--- src/rtl/branch_resolve_unit.sv ---
// Branch resolve unit: carries IF-stage predictions through ID/EX slots,
// resolves them in EX, redirects/flushes on mispredict, feeds the predictor
// update bus and keeps saturating branch/mispredict counters.
module branch_resolve_unit #(
  parameter int CNT_W = 32
) (
  input  logic             clk,
  input  logic             reset,
  input  logic             if_valid,
  input  logic [31:0]      if_pc,
  input  logic             if_pred_taken,
  input  logic [31:0]      if_pred_target,
  input  logic             stall,
  input  logic             id_is_branch,
  input  logic             id_is_jump,
  input  logic             ex_cond_taken,
  input  logic [31:0]      ex_target,
  output logic             is_incorrect,
  output logic [31:0]      redirect_pc,
  output logic             flush_if_id,
  output logic             flush_id_ex,
  output logic             upd_valid,
  output logic             upd_taken,
  output logic [31:0]      upd_addr,
  output logic [31:0]      upd_target,
  output logic [CNT_W-1:0] stat_branches,
  output logic [CNT_W-1:0] stat_mispredicts
);

  typedef struct packed {
    logic        v;
    logic [31:0] pc;
    logic        pt;
    logic [31:0] ptgt;
  } id_slot_t;

  typedef struct packed {
    logic        v;
    logic [31:0] pc;
    logic        pt;
    logic [31:0] ptgt;
    logic        br;
    logic        jmp;
  } ex_slot_t;

  localparam logic [CNT_W-1:0] CNT_MAX = '1;

  id_slot_t    id_q;
  ex_slot_t    ex_q;
  logic        ctl;
  logic        act_taken;
  logic        mispredict;
  logic [31:0] act_next;

  // Resolve the EX slot against the real outcome; nothing fires on an empty slot.
  always_comb begin
    ctl        = ex_q.br | ex_q.jmp;
    act_taken  = ex_q.jmp | (ex_q.br & ex_cond_taken);
    act_next   = act_taken ? ex_target : ex_q.pc + 32'd4;
    mispredict = 1'b0;
    if (ex_q.v) begin
      if (ctl)
        mispredict = (ex_q.pt != act_taken) |
                     (act_taken & ex_q.pt & (ex_q.ptgt != ex_target));
      else
        mispredict = ex_q.pt;  // BTB aliased onto a non-branch
    end
  end

  assign is_incorrect = mispredict;
  assign flush_if_id  = mispredict;
  assign flush_id_ex  = mispredict;
  assign redirect_pc  = mispredict ? act_next : 32'd0;
  assign upd_valid    = ex_q.v & ctl;
  assign upd_taken    = ex_q.v & act_taken;
  assign upd_addr     = ex_q.v ? ex_q.pc : 32'd0;
  assign upd_target   = (ex_q.v & act_taken) ? ex_target : 32'd0;

  // Slot advance: a mispredict squashes both slots even under stall; a stall
  // holds ID and bubbles EX so the held instruction enters EX exactly once.
  always_ff @(posedge clk) begin
    if (reset || mispredict) begin
      id_q <= '0;
      ex_q <= '0;
    end else if (stall) begin
      ex_q <= '0;
    end else begin
      id_q <= '{v: if_valid, pc: if_pc, pt: if_pred_taken, ptgt: if_pred_target};
      ex_q <= '{v: id_q.v, pc: id_q.pc, pt: id_q.pt, ptgt: id_q.ptgt,
                br: id_is_branch, jmp: id_is_jump};
    end
  end

  // Saturating perf counters, stepped once per resolved instruction.
  always_ff @(posedge clk) begin
    if (reset) begin
      stat_branches    <= '0;
      stat_mispredicts <= '0;
    end else if (ex_q.v) begin
      if (ctl && stat_branches != CNT_MAX)
        stat_branches <= stat_branches + CNT_W'(1);
      if (mispredict && stat_mispredicts != CNT_MAX)
        stat_mispredicts <= stat_mispredicts + CNT_W'(1);
    end
  end

endmodule
--- config.mk ---
export PLATFORM = sky130hd
export DESIGN_NAME = branch_resolve_unit
export DESIGN_NICKNAME = d
export VERILOG_FILES = /design/src/rtl/branch_resolve_unit.sv
export SDC_FILE = /design/constraint.sdc
export NUM_CORES = 1
export LEC_CHECK = 0
export BUFFER_PORTS_ARGS = -buffer_cell sky130_fd_sc_hd__buf_2
export CAP_MARGIN = 15
export CELL_PAD_IN_SITES_DETAIL_PLACEMENT = 0
export CELL_PAD_IN_SITES_GLOBAL_PLACEMENT = 2
export CORE_MARGIN = 2
export CORE_UTILIZATION = 27
export CTS_CLUSTER_SIZE = 10
export DETAILED_ROUTE_END_ITERATION = 8
export PLACE_DENSITY_LB_ADDON = 0.1
export SYNTH_ARGS = -nofsm -noshare
export SYNTH_HDL_FRONTEND = slang
export SYNTH_SLANG_ARGS = --single-unit
--- constraint.sdc ---
create_clock -name clk -period 3.3 [get_ports clk]
set_input_delay 0.66 -clock clk [delete_from_list [all_inputs] [get_ports clk]]
set_output_delay 0.66 -clock clk [all_outputs]
set_load 0.02 [all_outputs]
# Yosys cells after proc, flatten, opt, wreduce, memory -nomap -nowiden
# Index checks and enable logic that the tools add are counted.
[op_classes]
n_addsub = 3
eq_ne = 4
muxes = 6
bitwise_logic = 8
n_reduce_logical = 6
[op_table]
columns = ["operator", "n"]
rows = [
  ["$mux W32", 4],
  ["$add A32 B1 Y32 const B", 2],
  ["$ne A32 B32 Y1 const B", 2],
  ["$add A32 B3 Y32 const B", 1],
  ["$ne A32 B32 Y1", 1],
  ["$and A1 B1 Y1", 5],
  ["$reduce_and A2 Y1", 2],
  ["$or A1 B1 Y1", 3],
  ["$logic_and A1 B1 Y1", 2],
  ["$mux W1", 2],
  ["$reduce_or A2 Y1", 1],
  ["$logic_or A1 B1 Y1", 1],
  ["$ne A1 B1 Y1", 1],
]
[word_totals]
ff_bits = 198
out_inout_bits = 165

# Depth between registers and ports, before layout
[logic_depth]
word_depth = 9
mapped_depth = 12
depth_no_buf = 9

# Worst setup path after synthesis
# OpenSTA, ideal clock, no wires.
[synth_timing]
path_type = "in2out"
start = "input ex_cond_taken"
end = "output redirect_pc[10]"
t_arrival_ns = 3.111
t_required_ns = 2.640
setup_slack_ns = -0.471
path_stages = 11
n_path_buf = 4
cell_sequence = "a21oi_1 > inv_1 > clkbuf_1 > ha_1 > o21ai_0 > a21boi_0 > nor2_1 > buf_2 > clkbuf_1 > clkbuf_1 > a211oi_1"
[synth_via]
elab_chain_len = 8
elab_cells_between_ends = 10
classes_between = "eq/ne (1); mux (4); bitwise (5)"
[synth_lines]
columns = ["element", "line_no", "text"]
rows = [
  ["start, declared", "16", "input logic ex_cond_taken,"],
  ["$and A1 B1 Y1 *", "58", "act_taken = ex_q.jmp | (ex_q.br & ex_cond_taken);"],
  ["$or A1 B1 Y1 *", "58", ""],
  ["$and A1 B1 Y1 (2 in series)", "64", "(act_taken & ex_q.pt & (ex_q.ptgt != ex_target));"],
  ["$or A1 B1 Y1", "63", "mispredict = (ex_q.pt != act_taken) |"],
  ["$mux W1", "62", "if (ctl)"],
  ["$mux W1", "61", "if (ex_q.v) begin"],
  ["$mux W32 *", "73", "assign redirect_pc = mispredict ? act_next : 32'd0;"],
  ["end, declared", "19", "output logic [31:0] redirect_pc,"],
]
# Mark *: on every way between the ends. The rest lies on a longest branch, timed or not.

# Worst setup path in the final report
[layout_timing]
start = "register ex_q[1] (netlist name)"
end = "output redirect_pc[10]"
[layout_via]
elab_chain_len = 8
elab_cells_between_ends = 11
classes_between = "eq/ne (1); mux (4); bitwise (6)"
[layout_lines]
columns = ["element", "line_no", "text"]
rows = [
  ["start, declared", "49", "ex_slot_t ex_q;"],
  ["start signal, assigned", "89", "ex_q <= '{v: id_q.v, pc: id_q.pc, pt: id_q.pt, ptgt: id_q.ptgt,"],
  ["$and A1 B1 Y1", "58", ""],
  ["$or A1 B1 Y1", "58", ""],
  ["$and A1 B1 Y1 (2 in series)", "64", ""],
  ["$or A1 B1 Y1", "63", ""],
  ["$mux W1", "62", ""],
  ["$mux W1", "61", ""],
  ["$mux W32 *", "73", ""],
]
# Marks and branches as above.

==> results.sh <==
export IMPL_vias_per_cell=4.53
export IMPL_peakVddDrop_v=0.000367
export IMPL_maxCapViolCount=0
export IMPL_seqPwrFrac_pct=48.2
export IMPL_rsz0062_at_grt="no"
export IMPL_yosys_warnings=0
export IMPL_fin_crit_ps=3120
export IMPL_cts_tree="yes"
export IMPL_dpl_hpwl_um=22100
export IMPL_worst_pin_slew_ps=794
export IMPL_switching_share_pct=23.6
export IMPL_maxSlewViolCount=0
export IMPL_finalCritPeriodShare_pct=94.6
export IMPL_start_kind="flop"
export IMPL_clkTransAtPathRegs_ps=70
export IMPL_finalSetupTns_ps=0
export IMPL_status="complete, no violations"
export IMPL_grt_pass1_vias=7858
export IMPL_total_power_mw=5.17
export IMPL_fin_cells=1750
export IMPL_clockBufferDepth=2
export IMPL_drc=0
export IMPL_p_per_area_nw_per_um2=427
export IMPL_syn_area_sq_um=9100
export IMPL_timing_final_ws_setup_ps=180
export IMPL_layout_nets=1388
export IMPL_n_fill_cell=3513
export IMPL_ff_latch_area_sq_um=3970
export IMPL_worstSetupPathType="flop to output pin"
export IMPL_drt_iter0_drc=230
export IMPL_endpoint_kind="output pin"
export IMPL_worstPathMaxFanout=10
export IMPL_setup_viol=0
export IMPL_syn_inst=1028
export IMPL_grt_max_degree=71
export IMPL_p_sw_mw=1.22
export IMPL_drive_gt1_share_pct=30.5
export IMPL_die_h_um=188
export IMPL_syn_area_per_cell_sq_um=8.85
export IMPL_post_place_ws_ps=104
export IMPL_comb_power_share_pct=7.3
export IMPL_clk_latency_ps=440
export IMPL_root_buffer="clkbuf_16"
export IMPL_hold_viol_final=0
export IMPL_htreeDepth=4
export IMPL_hold_class="input pin to flop"
export IMPL_portBuffers=268
export IMPL_p_leak_nw=5.15
export IMPL_syn_nets=1136
export IMPL_cts_made_buffers=17
export IMPL_core_rowCount=67
export IMPL_cts_sinks=198
export IMPL_coreArea_sq_um=33400
export IMPL_critPathArrivalTime_ps=2460
export IMPL_ant_nets=0
export IMPL_layout_commonest_cell="buf_2"
export IMPL_dieArea_sq_um=35200
export IMPL_grt_ovfl_total=0
export IMPL_multiInputGateArea_sq_um=5200
export IMPL_areaGrowthSynthToFinish_pct=33.1
export IMPL_routed_wl_um=30400
export IMPL_vias=7934
export IMPL_wire_per_inst_um=17.4
export IMPL_start_util_pct=27.3
export IMPL_firstDrtPassIters=4
export IMPL_finish_utilization_pct=36.3
export IMPL_yosysSeqAreaShare_pct=43.6
export IMPL_io_pins=269
export IMPL_synth_cell_types=49
export IMPL_p_int_mw=3.95
export IMPL_ys_ff_latch=198
export IMPL_post_cts_buffers=0
export IMPL_grt_usage_pct=17.2
export IMPL_placed_cells=1709
export IMPL_clock_skew_ps=11.1
export IMPL_cp_required_ps=2640
export IMPL_layout_common_cells="265 x buf_2, 190 x dfxtp_1, 148 x nor2_1"
export IMPL_die_x_um=188
export IMPL_ctsHoldBuffers=0
export IMPL_grt_pass1_wl_um=46500
export IMPL_power_frac_clock_pct=44.5
export IMPL_antenna_found_initial=14
export IMPL_slew_headroom_pct=47.0
export IMPL_place_gp_congestion=0.780
export IMPL_max_freq_mhz=320
-- critical path, stage by stage (launching register included) --
cell and delay, ps:
dfxtp_1 350, a21oi_4 190, inv_1 80, ha_1 270, o21ai_0 80, a21boi_1 150, buf_4 140, nor2_4 40
buf_12 160, buf_12 160, a211oi_4 200, buf_2 190
-- repair_timing --
item / CTS / global route
gates resized for setup: 7 / 17
pin swaps: 0 / 2
setup endpoints to repair: 8 / 33
-- flip-flops by register name (all words and copies together) (netlist names) --
register          count
ex_q                 68
stat_mispredicts     32
id_q                 66
stat_branches        32
-- routing by layer --
layer | global-route usage (%) | vias to the layer above | share of wire [%]
met5 | 0 | - | 0.23
met4 | 4.91 | 10 | 1.4
met3 | 5.18 | 29 | 5.5
met2 | 28.2 | 185 | 47
met1 | 21.8 | 3678 | 46
li1 | - | 4032 | -
-- metrics by stage --
step | hold slack, ps | cell area [sq um]
final | 420 | 12100
after global routing | 400 | 12100
after CTS | 392 | 12000
after detailed placement | 440 | 11400
after global placement | 435 | 11400
after floorplan | 430 | 9490
-- cells by family after synthesis --
kind of cell	synth area share, %
XOR/XNOR	8.08
AND/OR/NAND/NOR	28.4
adder cells (fa/ha/maj)	0.550
flip-flops	43.6
AO/OA/AOI/OAI	7.34
multiplexers	8.11
buffers and inverters	3.92
-- synth_stat cells (all sizes together) --
cell | instances | share of area (%)
o2111ai | 2 | 0.19
nor2 | 152 | 6.3
a21boi | 1 | 0.083
nand4 | 32 | 2.2
o21ai | 20 | 1.1
clkbuf | 50 | 2.1
or2 | 1 | 0.069
or3 | 22 | 1.5
dlygate4sd3 | 1 | 0.11
mux2 | 6 | 0.74
nor4 | 10 | 0.82
xnor2 | 60 | 5.8
mux2i | 67 | 7.4
or4 | 14 | 1.2
dlygate4sd1 | 1 | 0.096
and3 | 47 | 3.4
a211oi | 29 | 2.4
buf | 16 | 1.3
nor3 | 9 | 0.49
nand3b | 1 | 0.083
and2 | 105 | 7.2
dfxtp | 198 | 44
nor3b | 1 | 0.083
nand2b | 1 | 0.069
inv | 9 | 0.37
nand2 | 47 | 1.9
nor2b | 6 | 0.41
a21oi | 38 | 2.1
nand3 | 26 | 1.5
o31ai | 15 | 1.4
nor4b | 2 | 0.19
and4 | 10 | 0.99
ha | 4 | 0.55
o41ai | 1 | 0.096
xor2 | 24 | 2.3
-- area by class of cell --
class	instances	share of cell area, %
multi-input cells	753	42.9
flip-flops and latches	198	32.8
repair buffers	301	13.9
well taps	448	4.63
clock buffers	22	3.92
clock inverters	10	1.36
inverters	9	0.279
diodes	9	0.186
-- worst paths after layout --
check | start | end | slack (ps) | depth (start not counted)
setup / recovery | ex_q[1] | redirect_pc[10] | 180 | 11
hold / removal | id_is_jump | ex_q[0] | 420 | 2
setup reg to reg | ex_q[1] | stat_mispredicts[9] | 700 | 11
hold reg to reg | id_q[29] | ex_q[31] | 450 | 1
-- power groups by stage --
| stage | clock, mW | combinational [mW] | sequential, mW |
|---|---|---|---|
| global placement | 0 | 0.383 | 2.55 |
| detailed placement | 0 | 0.385 | 2.55 |
| finish | 2.30 | 0.376 | 2.49 |
| CTS | 2.40 | 0.386 | 2.49 |
| floorplan | 0 | 0.222 | 2.54 |
| global route | 2.49 | 0.415 | 2.50 |
Note: power is estimated with default switching activity, not from simulation.
